==> src/rtl/fifo_pkg.sv <==
// ---------------------------------------------------------------------------
// fifo_pkg
// Shared definitions for the 16-bit FIFO read-side datapath.
//   W_DEF   : default data word width
//   CW_DEF  : default width of the delivered-word counter
//   state_t : FSM state encoding for fifo_read_serializer
// ---------------------------------------------------------------------------
package fifo_pkg;

  localparam int W_DEF  = 16;
  localparam int CW_DEF = 8;

  typedef enum logic [1:0] {
    ST_IDLE  = 2'd0,
    ST_WAIT  = 2'd1,
    ST_SHIFT = 2'd2
  } state_t;

endpackage : fifo_pkg

==> src/rtl/piso_shreg.sv <==
// ---------------------------------------------------------------------------
// piso_shreg
// W-bit parallel-load, left-shift register with zero fill. Load has priority
// over shift.
//   clk : system clock
//   rst : synchronous reset, active-low
//   ld  : load d into the register
//   sh  : shift left by one, LSB filled with 0
//   d   : parallel load data
//   msb : register bit W-1
// ---------------------------------------------------------------------------
module piso_shreg
  import fifo_pkg::*;
#(
  parameter int W = W_DEF
) (
  input  logic         clk,
  input  logic         rst,
  input  logic         ld,
  input  logic         sh,
  input  logic [W-1:0] d,
  output logic         msb
);

  logic [W-1:0] r_shreg;

  // NOTE: state is updated with non-blocking assignments so every register
  // samples pre-edge values regardless of block ordering.
  always_ff @(posedge clk) begin
    if (!rst) begin
      r_shreg <= '0;
    end else if (ld) begin
      r_shreg <= d;
    end else if (sh) begin
      r_shreg <= {r_shreg[W-2:0], 1'b0};
    end
  end

  assign msb = r_shreg[W-1];

endmodule : piso_shreg

==> src/rtl/fifo_read_serializer.sv <==
// ---------------------------------------------------------------------------
// fifo_read_serializer
// Pops words from a FIFO (1-cycle read latency), then streams each word
// MSB-first as single bits over a valid/ready handshake. Counts delivered
// words and flags the first and last bit of each word.
//   clk        : system clock
//   rst        : synchronous reset, active-low
//   en         : drain enable, sampled only at pop decision points
//   fifo_empty : FIFO empty flag
//   fifo_rd    : FIFO read strobe, one cycle per word
//   fifo_rdata : FIFO read data, valid the cycle after fifo_rd
//   ser_out    : serial data bit (shift register MSB)
//   ser_valid  : ser_out holds a valid bit
//   ser_ready  : sink accepts the bit when ser_valid && ser_ready
//   bit_first  : current bit is bit W-1 of its word
//   bit_last   : current bit is bit 0 of its word
//   busy       : FSM not idle
//   word_cnt   : words fully delivered since reset, wraps
// ---------------------------------------------------------------------------
module fifo_read_serializer
  import fifo_pkg::*;
#(
  parameter int W  = W_DEF,
  parameter int CW = CW_DEF
) (
  input  logic          clk,
  input  logic          rst,
  input  logic          en,
  input  logic          fifo_empty,
  output logic          fifo_rd,
  input  logic [W-1:0]  fifo_rdata,
  output logic          ser_out,
  output logic          ser_valid,
  input  logic          ser_ready,
  output logic          bit_first,
  output logic          bit_last,
  output logic          busy,
  output logic [CW-1:0] word_cnt
);

  localparam int            BW       = $clog2(W);
  localparam logic [BW-1:0] LAST_IDX = BW'(W - 1);

  state_t         r_state;
  logic [BW-1:0]  r_bit_cnt;
  logic [CW-1:0]  r_word_cnt;

  logic w_in_shift;
  logic w_hs;
  logic w_last_hs;
  logic w_can_pop;
  logic w_ld;
  logic w_sh;

  assign w_in_shift = (r_state == ST_SHIFT);
  assign w_hs       = w_in_shift && ser_ready;
  assign w_last_hs  = w_hs && (r_bit_cnt == '0);
  assign w_can_pop  = en && !fifo_empty;

  // fifo_rd is combinational so a pop can be issued on the last-bit
  // handshake itself. It is gated by rst: the FIFO must not lose a word to a
  // pop that the FSM will ignore because reset wins that edge.
  assign fifo_rd = rst && w_can_pop && ((r_state == ST_IDLE) || w_last_hs);

  assign w_ld = (r_state == ST_WAIT);
  assign w_sh = w_hs && (r_bit_cnt != '0);

  piso_shreg #(.W(W)) u_shreg (
    .clk (clk),
    .rst (rst),
    .ld  (w_ld),
    .sh  (w_sh),
    .d   (fifo_rdata),
    .msb (ser_out)
  );

  always_ff @(posedge clk) begin
    if (!rst) begin
      r_state    <= ST_IDLE;
      r_bit_cnt  <= '0;
      r_word_cnt <= '0;
    end else begin
      unique case (r_state)
        ST_IDLE: begin
          if (fifo_rd) r_state <= ST_WAIT;
        end
        ST_WAIT: begin
          r_bit_cnt <= LAST_IDX;
          r_state   <= ST_SHIFT;
        end
        ST_SHIFT: begin
          if (w_last_hs) begin
            r_word_cnt <= r_word_cnt + CW'(1);
            r_state    <= fifo_rd ? ST_WAIT : ST_IDLE;
          end else if (w_hs) begin
            r_bit_cnt <= r_bit_cnt - BW'(1);
          end
        end
        default: r_state <= ST_IDLE;
      endcase
    end
  end

  // Flags are decoded from registers only; ser_ready never reaches ser_valid.
  assign ser_valid = w_in_shift;
  assign bit_first = w_in_shift && (r_bit_cnt == LAST_IDX);
  assign bit_last  = w_in_shift && (r_bit_cnt == '0);
  assign busy      = (r_state != ST_IDLE);
  assign word_cnt  = r_word_cnt;

endmodule : fifo_read_serializer

==> config.mk <==
export PLATFORM = sky130hd
export DESIGN_NAME = fifo_read_serializer
export DESIGN_NICKNAME = d
export VERILOG_FILES = /design/src/rtl/fifo_pkg.sv /design/src/rtl/piso_shreg.sv /design/src/rtl/fifo_read_serializer.sv
export SDC_FILE = /design/constraint.sdc
export NUM_CORES = 1
export LEC_CHECK = 0
export ABC_AREA = 1
export CAP_MARGIN = 20
export CORE_ASPECT_RATIO = 0.9
export CORE_MARGIN = 8
export CORE_UTILIZATION = 54
export DETAILED_ROUTE_END_ITERATION = 10
export MAX_ROUTING_LAYER = met4
export PLACE_DENSITY = 0.84
export SLEW_MARGIN = 20
export SYNTH_ARGS = -nofsm -noshare
export SYNTH_HDL_FRONTEND = slang
export SYNTH_SLANG_ARGS = --single-unit
==> constraint.sdc <==
create_clock -name clk -period 3.9 [get_ports clk]
set_input_delay 0.78 -clock clk [delete_from_list [all_inputs] [get_ports clk]]
set_output_delay 0.78 -clock clk [all_outputs]
set_load 0.05 [all_outputs]
==> qor.yml <==
clock_network:
  postCtsSetupBuffers: 0
  htree_levels: 2
  cts_resized: 0
  hold_buffers: 0
  cts_buffers: 5
  cts_buffer_depth: 2
  clock_latency_ns: 0.34
  cts_tree: "yes"
  path_clk_slew_ns: 0.09
  root_buffer: "clkbuf_4"
  clock_sinks: 30
power_and_ir_drop:
  peakVddDrop_mv: 0.3682
  power_density_mw_per_mm2: 671.6
  p_leak_nw: 0.8069
final_layout:
  multi_input_area_sq_um: 818.3
  fill_cells: 234
  drive_above_1_share: 0.06415
  antennaDiodeCount: 0
  ff_latch_area_sq_um: 600.6
  final_util: 0.7272
  area_delta_synth_final_pct: 26.27
  layout.nets: 293
  final_cells: 305
timing:
  fin_setup_tns_ns: 0
  slew_headroom: 0.4052
  drv_slew: 0
  setup_viol: 0
  fin_skew_ns: 0.01290
  worstMarginPinSlew_ns: 0.8923
  finalCritPeriodShare: 0.8004
  hold_ws_ns: 0.4549
  rsz0062_at_grt: "no"
  max_freq_ghz: 0.3204
  period_needed_ns: 3.122
  final_hold_viol_count: 0
setup_path:
  r2r-start: "r_state[1]$_SDFFE_PN0P_"
  reg2reg_depth: 6
  endpoint_kind: "primary output"
  cp.arrival_ns: 2.34
  worstSetupStartpointType: "primary input"
  r2r_setup_slack_ns: 2.01
  critPathRequiredTime_ns: 3.12
  path_class: "in -> out"
  startpoint: "rst"
  crit_path_max_fanout: 12
  r2r-end: "u_shreg.r_shreg[5]$_SDFFE_PN0P_"
  endpoint: "fifo_rd"
routing:
  wl_mm: 3.551
  vias: 1482
  wl_met3_microns: 142
  avgViaCountPerCell: 4.859
  post_drt_wl_per_cell_microns: 11.64
  drt-met1-wl_mm: 1.645
  final_antenna_net_count: 0
  drc_errors: 0
  drt_iter0_drc: 67
  route.met2.wl_mm: 1.704
  top_layer: "met4"
  drt_pass1_iterations: 4
floorplanning:
  start_util: 0.5759
  die_h_microns: 67.57
  ioPinCount: 35
  die_area_sq_mm: 0.004952
  num_rows: 18
  design.core.area_sq_mm: 0.002770
  die_w_microns: 73.29
synthesis:
  syn-mean-instance-area_sq_um: 6.906
  netlist_area_sq_mm: 0.001595
  syn_inst: 231
  synth_flop_cell: "dfxtp_1"
  yosysWarningCount: 0
  yosys.area.top_type: "dfxtp_1"
  async_flop_share: 0
  synth-seq-cells: 30
  ys_types: 26
  seq_area_frac_synth: 0.3765
  synthTopCellsByArea: "dfxtp_1 (38%), nand2_1 (13%), o21ai_0 (9.7%)"
  yosysMostFrequentCell: "nand2_1"
  synth_fp_nets: 260
  synth_enable_flop_cells: 0
  synth_top_area_frac: 0.3765
  ys_top_cells_by_count: "nand2_1 (54), inv_1 (32), o21ai_0 (31)"
global_route:
  grt_pass1_vias: 1375
  grt_max_degree: 32
  antenna_found_initial: 0
  grt_usage: 0.1587
  overflow: 0
  grt_pass1_wl_mm: 6.009
placement:
  place_congestion: 0.8313
  dp_hpwl_mm: 2.542
  io_buffers: 34
  dp_cells: 297
status:
  status: "finished, final reports clean"
min_path:
  holdCritPathClass: "reg -> reg"
run:
  drv_cap: 0
[layer usage]
layer	track usage	up-vias
met4	0.05721	0
met5	-	-
met1	0.1752	650
met2	0.2564	23
li1	-	802
met3	0.06065	7
[logic make-up after synthesis]
logic type,share of synthesized area
buffers and inverters,0.1106
and+or+nand+nor,0.2322
xor gates and xnor gates,0.02196
AOI/OAI and AO/OA,0.1961
adders and majority gates,0.06275
DFF,0.3765
[where the power goes]
| part | leakage (nW) | total, mW | internal (mW) | switching (mW) |
|---|---|---|---|---|
| Sequential | 0.246 | 0.456 | 0.409 | 0.0470 |
| Combinational | 0.526 | 0.703 | 0.243 | 0.460 |
| Clock | 0.0353 | 0.193 | 0.0872 | 0.106 |
| Total | 0.807 | 1.35 | 0.740 | 0.613 |
[metrics by stage]
step	instance area (sq um)	setup WS, ns	power (mW)
after floorplan	1595	0.5562	1.010
after global placement	1954	0.8136	1.146
after detailed placement	1954	0.7757	1.163
after CTS	2014	0.7681	1.360
after global routing	2014	0.6528	1.480
final	2014	0.7784	1.353
[how the worst min path moves through the flow]
stage                                     start                               end  slack [ns]  depth (start not counted)
3_5_place_dp    u_shreg.r_shreg[2]$_SDFFE_PN0P_   u_shreg.r_shreg[2]$_SDFFE_PN0P_        0.44                          2
6_report        u_shreg.r_shreg[9]$_SDFFE_PN0P_   u_shreg.r_shreg[9]$_SDFFE_PN0P_        0.45                          2
4_1_cts         u_shreg.r_shreg[2]$_SDFFE_PN0P_   u_shreg.r_shreg[2]$_SDFFE_PN0P_        0.46                          2
3_3_place_gp   u_shreg.r_shreg[13]$_SDFFE_PN0P_  u_shreg.r_shreg[13]$_SDFFE_PN0P_        0.43                          2
5_1_grt        u_shreg.r_shreg[12]$_SDFFE_PN0P_  u_shreg.r_shreg[12]$_SDFFE_PN0P_        0.46                          2
2_1_floorplan  u_shreg.r_shreg[10]$_SDFFE_PN0P_  u_shreg.r_shreg[10]$_SDFFE_PN0P_        0.42                          2
[final cells by class]
| type | count | area share |
|---|---|---|
| clock buffer | 7 | 0.02733 |
| clock inverter | 1 | 0.002484 |
| inverter | 32 | 0.05963 |
| multi-input combinational | 159 | 0.4062 |
| sequential | 30 | 0.2981 |
| tap | 40 | 0.02484 |
| timing repair buffer | 36 | 0.1814 |
[worst max-delay path: stages]
cell and delay [ns]:
clkdlybuf4s50_1 0.47, inv_1 0.17, nor3_1 0.35, a21boi_0 0.38
buf_12 0.19
[sequential cells by signal (all words and copies together), names as in the netlist]
signal / count
u_shreg.r_shreg: 16
word_cnt: 8
r_bit_cnt: 4
r_state: 2
[placed cells by master, fill, tap and decap left out, drive strengths merged]
cell and count:
nand2 55, clkdlybuf4s50 33, inv 32, o21ai 32
dfxtp 30, a21oi 26, nor2 15, ha 8
nand3 7, clkbuf 7, nor3 5, xor2 3
buf 3, and3 2, or2 2, a21boi 1
nand3b 1, a211oi 1, xnor2 1, clkinv 1
(Power assumes the default switching activity.)
